### config.mk
export PLATFORM = sky130hd
export DESIGN_NAME = axi_wr_sched
export DESIGN_NICKNAME = d
export VERILOG_FILES = /design/src/rtl/axi_wr_sched.sv
export SDC_FILE = /design/constraint.sdc
export NUM_CORES = 1
export LEC_CHECK = 0
export CAP_MARGIN = 20
export CORE_ASPECT_RATIO = 1.2
export CORE_UTILIZATION = 35
export CTS_CLUSTER_SIZE = 16
export DETAILED_ROUTE_END_ITERATION = 7
export SETUP_SLACK_MARGIN = 0.2
export SYNTH_ARGS = -nofsm -noshare
export SYNTH_HDL_FRONTEND = slang
export SYNTH_SLANG_ARGS = --single-unit
### constraint.sdc
create_clock -name clk_i -period 3.4 [get_ports clk_i]
set_input_delay 0.51 -clock clk_i [delete_from_list [all_inputs] [get_ports clk_i]]
set_output_delay 0.51 -clock clk_i [all_outputs]
set_load 0.01 [all_outputs]
### src/rtl/axi_wr_sched.sv
// Shares one AXI write master port between NrReq requesters: round-robin AW
// arbitration, with W and B routed in AW order through two small index FIFOs.
module axi_wr_sched #(
  parameter int unsigned NrReq          = 2,
  parameter int unsigned MaxOutstanding = 4,
  parameter type         axi_aw_t       = logic,
  parameter type         axi_w_t        = logic,
  parameter type         axi_b_t        = logic
) (
  input  logic                clk_i,
  input  logic                rst_ni,
  input  axi_aw_t [NrReq-1:0] req_aw_i,
  input  logic    [NrReq-1:0] req_aw_valid_i,
  output logic    [NrReq-1:0] req_aw_ready_o,
  input  axi_w_t  [NrReq-1:0] req_w_i,
  input  logic    [NrReq-1:0] req_w_valid_i,
  output logic    [NrReq-1:0] req_w_ready_o,
  output axi_b_t  [NrReq-1:0] req_b_o,
  output logic    [NrReq-1:0] req_b_valid_o,
  input  logic    [NrReq-1:0] req_b_ready_i,
  output axi_aw_t             axi_aw_o,
  output logic                axi_aw_valid_o,
  input  logic                axi_aw_ready_i,
  output axi_w_t              axi_w_o,
  output logic                axi_w_valid_o,
  input  logic                axi_w_ready_i,
  input  axi_b_t              axi_b_i,
  input  logic                axi_b_valid_i,
  output logic                axi_b_ready_o,
  output logic                busy_o
);

  // Every channel is AXI valid/ready: a beat transfers on a rising edge with
  // both high. The W beat's last flag is bit 0 of the flattened W payload.
  localparam int unsigned IdxW = (NrReq > 1) ? $clog2(NrReq) : 1;
  localparam int unsigned PtrW = (MaxOutstanding > 1) ? $clog2(MaxOutstanding) : 1;
  localparam int unsigned CntW = PtrW + 1;

  typedef logic [IdxW-1:0] idx_t;
  typedef logic [PtrW-1:0] ptr_t;
  typedef logic [CntW-1:0] cnt_t;

  localparam idx_t LastIdx = idx_t'(NrReq - 1);
  localparam ptr_t LastPtr = ptr_t'(MaxOutstanding - 1);
  localparam cnt_t FullCnt = cnt_t'(MaxOutstanding);

  idx_t    w_mem_q [MaxOutstanding];
  idx_t    b_mem_q [MaxOutstanding];
  ptr_t    w_wr_q, w_wr_d, w_rd_q, w_rd_d;
  ptr_t    b_wr_q, b_wr_d, b_rd_q, b_rd_d;
  cnt_t    w_cnt_q, w_cnt_d, b_cnt_q, b_cnt_d;
  idx_t    rr_pnt_q, rr_pnt_d;
  logic    aw_lock_q, aw_lock_d;
  idx_t    aw_idx_q, aw_idx_d;
  axi_aw_t aw_pay_q, aw_pay_d;

  idx_t arb_idx, arb_cand, grant_idx, w_head, b_head;
  logic arb_found, aw_hs, w_pop, b_pop;
  logic [$bits(axi_w_t)-1:0] w_bits;

  function automatic ptr_t ptr_inc(ptr_t p);
    return (p == LastPtr) ? '0 : p + ptr_t'(1);
  endfunction

  function automatic cnt_t cnt_next(cnt_t c, logic push, logic pop);
    case ({push, pop})
      2'b10:   return c + cnt_t'(1);
      2'b01:   return c - cnt_t'(1);
      default: return c;
    endcase
  endfunction

  // AW: once presented, the grant and its payload are held in a lock until
  // the handshake, so later request changes cannot disturb the master port.
  always_comb begin
    arb_found = 1'b0;
    arb_idx   = rr_pnt_q;
    arb_cand  = '0;
    for (int i = 0; i < int'(NrReq); i++) begin
      arb_cand = idx_t'((int'(rr_pnt_q) + i) % int'(NrReq));
      if (!arb_found && req_aw_valid_i[arb_cand]) begin
        arb_found = 1'b1;
        arb_idx   = arb_cand;
      end
    end
    grant_idx      = aw_lock_q ? aw_idx_q : arb_idx;
    axi_aw_valid_o = rst_ni && (aw_lock_q || arb_found) &&
                     (w_cnt_q != FullCnt) && (b_cnt_q != FullCnt);
    axi_aw_o       = '0;
    if (axi_aw_valid_o) axi_aw_o = aw_lock_q ? aw_pay_q : req_aw_i[arb_idx];
    aw_hs          = axi_aw_valid_o && axi_aw_ready_i;
    req_aw_ready_o = '0;
    if (aw_hs) req_aw_ready_o[grant_idx] = 1'b1;

    aw_lock_d = aw_lock_q;
    aw_idx_d  = aw_idx_q;
    aw_pay_d  = aw_pay_q;
    rr_pnt_d  = rr_pnt_q;
    if (aw_hs) begin
      aw_lock_d = 1'b0;
      rr_pnt_d  = (grant_idx == LastIdx) ? '0 : grant_idx + idx_t'(1);
    end else if (axi_aw_valid_o && !aw_lock_q) begin
      aw_lock_d = 1'b1;
      aw_idx_d  = arb_idx;
      aw_pay_d  = req_aw_i[arb_idx];
    end
  end

  // W follows the registered head of the W-order FIFO only.
  always_comb begin
    w_head        = w_mem_q[w_rd_q];
    axi_w_valid_o = 1'b0;
    axi_w_o       = '0;
    req_w_ready_o = '0;
    if (w_cnt_q != '0) begin
      axi_w_valid_o         = req_w_valid_i[w_head];
      axi_w_o               = req_w_i[w_head];
      req_w_ready_o[w_head] = axi_w_ready_i;
    end
    w_bits = axi_w_o;
    w_pop  = axi_w_valid_o && axi_w_ready_i && w_bits[0];
  end

  always_comb begin
    b_head        = b_mem_q[b_rd_q];
    req_b_o       = '0;
    req_b_valid_o = '0;
    axi_b_ready_o = 1'b0;
    if (b_cnt_q != '0) begin
      req_b_o[b_head]       = axi_b_i;
      req_b_valid_o[b_head] = axi_b_valid_i;
      axi_b_ready_o         = req_b_ready_i[b_head];
    end
    b_pop  = axi_b_valid_i && axi_b_ready_o;
    busy_o = (b_cnt_q != '0);
  end

  always_comb begin
    w_wr_d  = aw_hs ? ptr_inc(w_wr_q) : w_wr_q;
    b_wr_d  = aw_hs ? ptr_inc(b_wr_q) : b_wr_q;
    w_rd_d  = w_pop ? ptr_inc(w_rd_q) : w_rd_q;
    b_rd_d  = b_pop ? ptr_inc(b_rd_q) : b_rd_q;
    w_cnt_d = cnt_next(w_cnt_q, aw_hs, w_pop);
    b_cnt_d = cnt_next(b_cnt_q, aw_hs, b_pop);
  end

  always_ff @(posedge clk_i or negedge rst_ni) begin
    if (!rst_ni) begin
      for (int i = 0; i < int'(MaxOutstanding); i++) begin
        w_mem_q[i] <= '0;
        b_mem_q[i] <= '0;
      end
      w_wr_q    <= '0;
      w_rd_q    <= '0;
      b_wr_q    <= '0;
      b_rd_q    <= '0;
      w_cnt_q   <= '0;
      b_cnt_q   <= '0;
      rr_pnt_q  <= '0;
      aw_lock_q <= 1'b0;
      aw_idx_q  <= '0;
      aw_pay_q  <= '0;
    end else begin
      if (aw_hs) begin
        w_mem_q[w_wr_q] <= grant_idx;
        b_mem_q[b_wr_q] <= grant_idx;
      end
      w_wr_q    <= w_wr_d;
      w_rd_q    <= w_rd_d;
      b_wr_q    <= b_wr_d;
      b_rd_q    <= b_rd_d;
      w_cnt_q   <= w_cnt_d;
      b_cnt_q   <= b_cnt_d;
      rr_pnt_q  <= rr_pnt_d;
      aw_lock_q <= aw_lock_d;
      aw_idx_q  <= aw_idx_d;
      aw_pay_q  <= aw_pay_d;
    end
  end

endmodule

==> run summary <==
Buffers on Ports: 29
Worst path top cell family by delay: buffers and inverters
Layout cells sized above 1: 18.71%
Total iterations of the first detailed-routing run: 4
WP data arrival: 2520 ps
Fmax: 0.3295 GHz
R2R Path Start: w_rd_q[0]$_DFFE_PN0P_
Number of synthesized flops with an enable pin: 0
CTS tree: built
Htree depth: 1
M1 WL: 1298 µm
Critical path's most frequent cell: clkdlybuf4s50_1
Main area contributors after synthesis: dfrtp_1 41%, mux2_2 13%, ha_1 9.5%, nor2_1 3.8%, mux2i_1 3.2%
Max_cap viols: 0
Die Y: 75.46 µm
Die ar.: 4770 µm²
DP Area: 1941 µm²
Ant diodes: 0
Hold Crit Start: w_cnt_q[2]$_DFFE_PN0P_
Nets: 202
Synth cell types: 30
Leak: 0.9039 nW
Rows: 26
Worst path slowest cell: clkdlybuf4s50_1
Final ANT Viol Nets: 0
Root buf cell: clkbuf_8
Slowest stage delay, CP: 570 ps
Critical Path, Cell by Cell: clkdlybuf4s50_1 -> nor3_1 -> a2111oi_4 -> buf_4 -> a21boi_0 -> clkdlybuf4s50_1
Syn Inst Count: 138
First-pass GRT wire length: 4788 µm
Crit path buf inv count: 3
Critical path endpoint category: primary output
Power per cell area: 889.2 nW/µm²
Peak supply drop: 0.0003177 V
TritonCTS Sinks: 26
Crit start category: input pin
Synth area leader: dfrtp_1
First DRT Iteration DRCs: 22
Met2 routed WL: 1576 µm
Post-CTS sizing: 0
Relative max-transition margin: 68.32%
Setup TNS Final: 0 ps
Setup crit start: req_aw_valid_i[0]
Worst Path Max Fanout: 12
Hold buffer count at CTS: 0
Vias per cell: 4.899
Skew-Pair Late Insertion Delay: 260 ps
Final core utilization: 46.47%
Remaining DRCs: 0
DR top layer: met4
Synth warnings: 0
Seq/Total Area, Yosys: 41.34%
Final setup violation count: 0
Initial Utilization: 36.66%
Finished Cell Area: 1996 µm²
Asr flop ratio synth: 100.0%
Largest net degree at the start of global routing: 27
Status: finished, final reports clean
Layout Skew: 3.172 ps
WL met3: 43 µm
Synthesized cell area: 1574 µm²
DR WL/cell: 13.11 µm
Core footprint: 4294 µm²
Period minus WS final: 3034 ps
Placer Congestion: 0.7792
Crit path kind: in2out
IO Pins: 30
GRT Total Usage: 13.10%
Area Growth Syn to Fin: 26.79%
Power Total: 1.775 mW
Initial antenna violation count: 0
Post-Syn Area per Cell: 11.41 µm²
Post-synth top area share: 41.34%
Setup bufs post-CTS: 0
Total number of vias: 1,112
Cell count after placement: 223
Final Hold Viols: 0
Final std cells w/o fill: 227
Total gr overflow: 0
Top cells by count, synth: 26 x dfrtp_1, 18 x mux2_2, 16 x nor2_1
Syn Nets: 168
DPL Wire Length: 2406 µm
TritonCTS Buffers: 3
Most common cell in the synthesized netlist: dfrtp_1
Clk buf depth: 2
Slew @ Worst Pin: 474.2 ps
Worst-path clk slew: 90 ps
Prevailing post-synth register cell: dfrtp_1
CP required: 2890 ps
Max-slew violations: 0
Number of global-route vias before repair: 1,091
Die Wd: 63.22 µm
Part of the cycle the worst path needs: 89.25%
Final wirelength: 2977 µm
Hold Crit Class: reg2reg
Synth Register Bits: 26
RSZ-0062 raised after global routing: false
[power by group]
part           total (mW)  switching, mW  leakage [nW]  internal [mW]
Sequential          0.612          0.140         0.308          0.472
Combinational       0.965          0.414         0.568          0.552
Clock               0.197         0.0936        0.0288          0.103
[routing by layer]
metal / up-vias / GRT usage, %
li1: 537 / -
met1: 554 / 16.37
met2: 17 / 23.06
met3: 4 / 1.048
met4: 0 / 6.818
met5: - / 0
[stage by stage]
| stage | hold slack (ps) | worst slack, ps |
|---|---|---|
| after CTS | 504.1 | 369.0 |
| after detailed placement | 485.9 | 369.4 |
| after global placement | 470.3 | 435.7 |
| final | 501.4 | 365.5 |
| after global routing | 519.8 | 275.4 |
| after floorplan | 214.4 | 970.5 |
[cell usage in the layout (no fill, tap or decap), drive strengths merged, types with 4 or more instances in the layout]
cell           count
clkbuf             4
nor2              16
dfrtp             26
clkdlybuf4s50     29
mux2i              5
ha                12
inv               12
nand2              5
nand3              9
mux2              20
[final timing paths]
check / to / slack [ps] / depth (start not counted)
worst max-delay path: axi_aw_o / 370 / 6
worst min-delay path: w_cnt_q[2]$_DFFE_PN0P_ / 500 / 1
worst max register to register: w_cnt_q[2]$_DFFE_PN0P_ / 720 / 10
worst min register to register: w_cnt_q[2]$_DFFE_PN0P_ / 500 / 1
max in group asynchronous: w_wr_q[1]$_DFFE_PN0P_ / 2470 / 2
min in group asynchronous: b_cnt_q[0]$_DFFE_PN0P_ / 660 / 2
[state kept, by name, indices dropped and copies added, names as in the netlist]
name       flops
w_rd_q         2
w_mem_q        4
b_cnt_q        3
w_wr_q         2
b_rd_q         2
rr_pnt_q       1
aw_idx_q       1
w_cnt_q        3
b_wr_q         2
aw_pay_q       1
aw_lock_q      1
b_mem_q        4
[final cells by class]
class                   count  area, µm²
multi-input cells          97      862.1
fillers                   414       2298
flip-flops and latches     26      650.6
inverters                  12      45.04
well taps                  56      70.07
repair buffers             32      312.8
clock buffers               4      55.05
[kinds of logic after synthesis]
family / Yosys count / share of synthesized area (%)
xor gates and xnor gates: 6 / 3.339
AOI/OAI and AO/OA: 8 / 5.008
and+or+nand+nor: 42 / 13.51
buffers and inverters: 15 / 3.895
DFF: 26 / 41.34
adders and majority gates: 14 / 12.08
muxes: 27 / 20.83
[worst reg2reg max path: cells and delay by family, from the launching register on]
family / cells / cell delay, ps
buffers and inverters: 2 / 140
xor gates and xnor gates: 2 / 330
muxes: 1 / 610
and+or+nand+nor: 2 / 320
DFF: 1 / 420
adders and majority gates: 2 / 560
AOI/OAI and AO/OA: 1 / 230
Power figures use the tool's default switching activity.
==> patch, RTL diff (same flow settings) <==
Reset style: synchronous (`rst_ni`), changed in one clocked block.
--- a/src/rtl/axi_wr_sched.sv
+++ b/src/rtl/axi_wr_sched.sv
@@ -145,5 +145,5 @@
   end
 
-  always_ff @(posedge clk_i or negedge rst_ni) begin
+  always_ff @(posedge clk_i) begin
     if (!rst_ni) begin
       for (int i = 0; i < int'(MaxOutstanding); i++) begin
Check against the original RTL: differs if rst_ni is asserted again (counterexample within 4 cycles, from zero or initial values and one cycle with rst_ni low); with rst_ni held inactive, the same outputs for 4 cycles.
==> patch against the original RTL <==
Final area is 2.1% lower; sequential share of layout area is 0.85 points lower; worst setup slack better by 0.14 ns; sequential cell count is 4 higher; routed wire length is 10% higher; synthesized area is 5.8% lower; utilization is 2.3 points higher; critical path type unchanged; largest cell class unchanged.
Power is not compared: it rests on default switching activity, and its combinational part moved more than twofold at a synthesized area within 25%.
==> patch: results (changes against the original RTL) <==
Final Skew: 0.006380 ns (+0.003208 ns)
non-filler cells in the finished layout: 245 (+7.9%)
met3 WL: 129 um (+200%)
Synth Instances: 154 (+12%)
Worst-path clk slew: 0.07 ns (-0.02 ns)
Via density: 4.996 (+2.0%)
most frequent cells after synthesis: 28 x dfxtp_1, 20 x nand2_1, 17 x nor2_1
EDFF count, synth: 2 (+2)
fin crit period: 2.890 ns (-0.1448 ns)
DR WL/cell: 13.37 um (+2.0%)
maximum fanout along the worst path: 3 (-9)
worst reg2reg path startpoint: w_mem_q[3]$_DFFE_PP_
run status: complete, no violations
first-pass GRT wire length: 5368 um (+12%)
vias in the first global route: 1203 (+10%)
Area after DPL: 0.001859 mm2 (-4.2%)
top post-synthesis cells by area: dfxtp_1 38%, mux2i_1 10%, ha_1 5.1%, nand2_1 5.1%, nor2_1 4.3%
max incr delay on CP: 0.48 ns (-0.09 ns)
post-synth net total: 178 (+6.0%)
hold wc startpoint: w_mem_q[2]$_DFF_P_
met3 Usage GRT: 4.930% (+3.9 points)
total CTS buffers: 5 (+2)
met1 WL: 1408 um (+8.5%)
final weighted congestion of routability-driven global placement: 0.7187 (-7.8%)
area share of xor/xnor cells in the synthesized design: 2.363% (-0.98 points)
R2R setup slack: 0.85 ns (+0.13 ns)
-- patch: kinds of logic (layout without fill, tap and decap cells) --
group                    after synthesis  in the layout
XOR/XNOR                               4              4
flip-flops                            30             30
multiplexers                          19             19
AO/OA/AOI/OAI                         20             20
adder cells (fa/ha/maj)                9              9
buffers and inverters                 10             47
AND/OR/NAND/NOR                       62             62
-- patch: how the worst min path moves through the flow --
| stage | end | slack, ns |
|---|---|---|
| after floorplan | w_mem_q[2]$_DFF_P_ | 0.44 |
| after global placement | w_mem_q[2]$_DFF_P_ | 0.45 |
| after detailed placement | w_mem_q[2]$_DFF_P_ | 0.46 |
| after CTS | w_mem_q[2]$_DFF_P_ | 0.47 |
| after global routing | w_mem_q[1]$_DFF_P_ | 0.51 |
| final | w_mem_q[2]$_DFF_P_ | 0.47 |
-- patch: layout make-up --
cell class	instances	area [um2]
fillers	398	2049
multi-input cells	114	824.5
flip-flops and latches	30	620.6
repair buffers	34	327.8
clock buffers	6	82.58
well taps	54	67.56
inverters	5	18.77
clock inverters	2	12.51
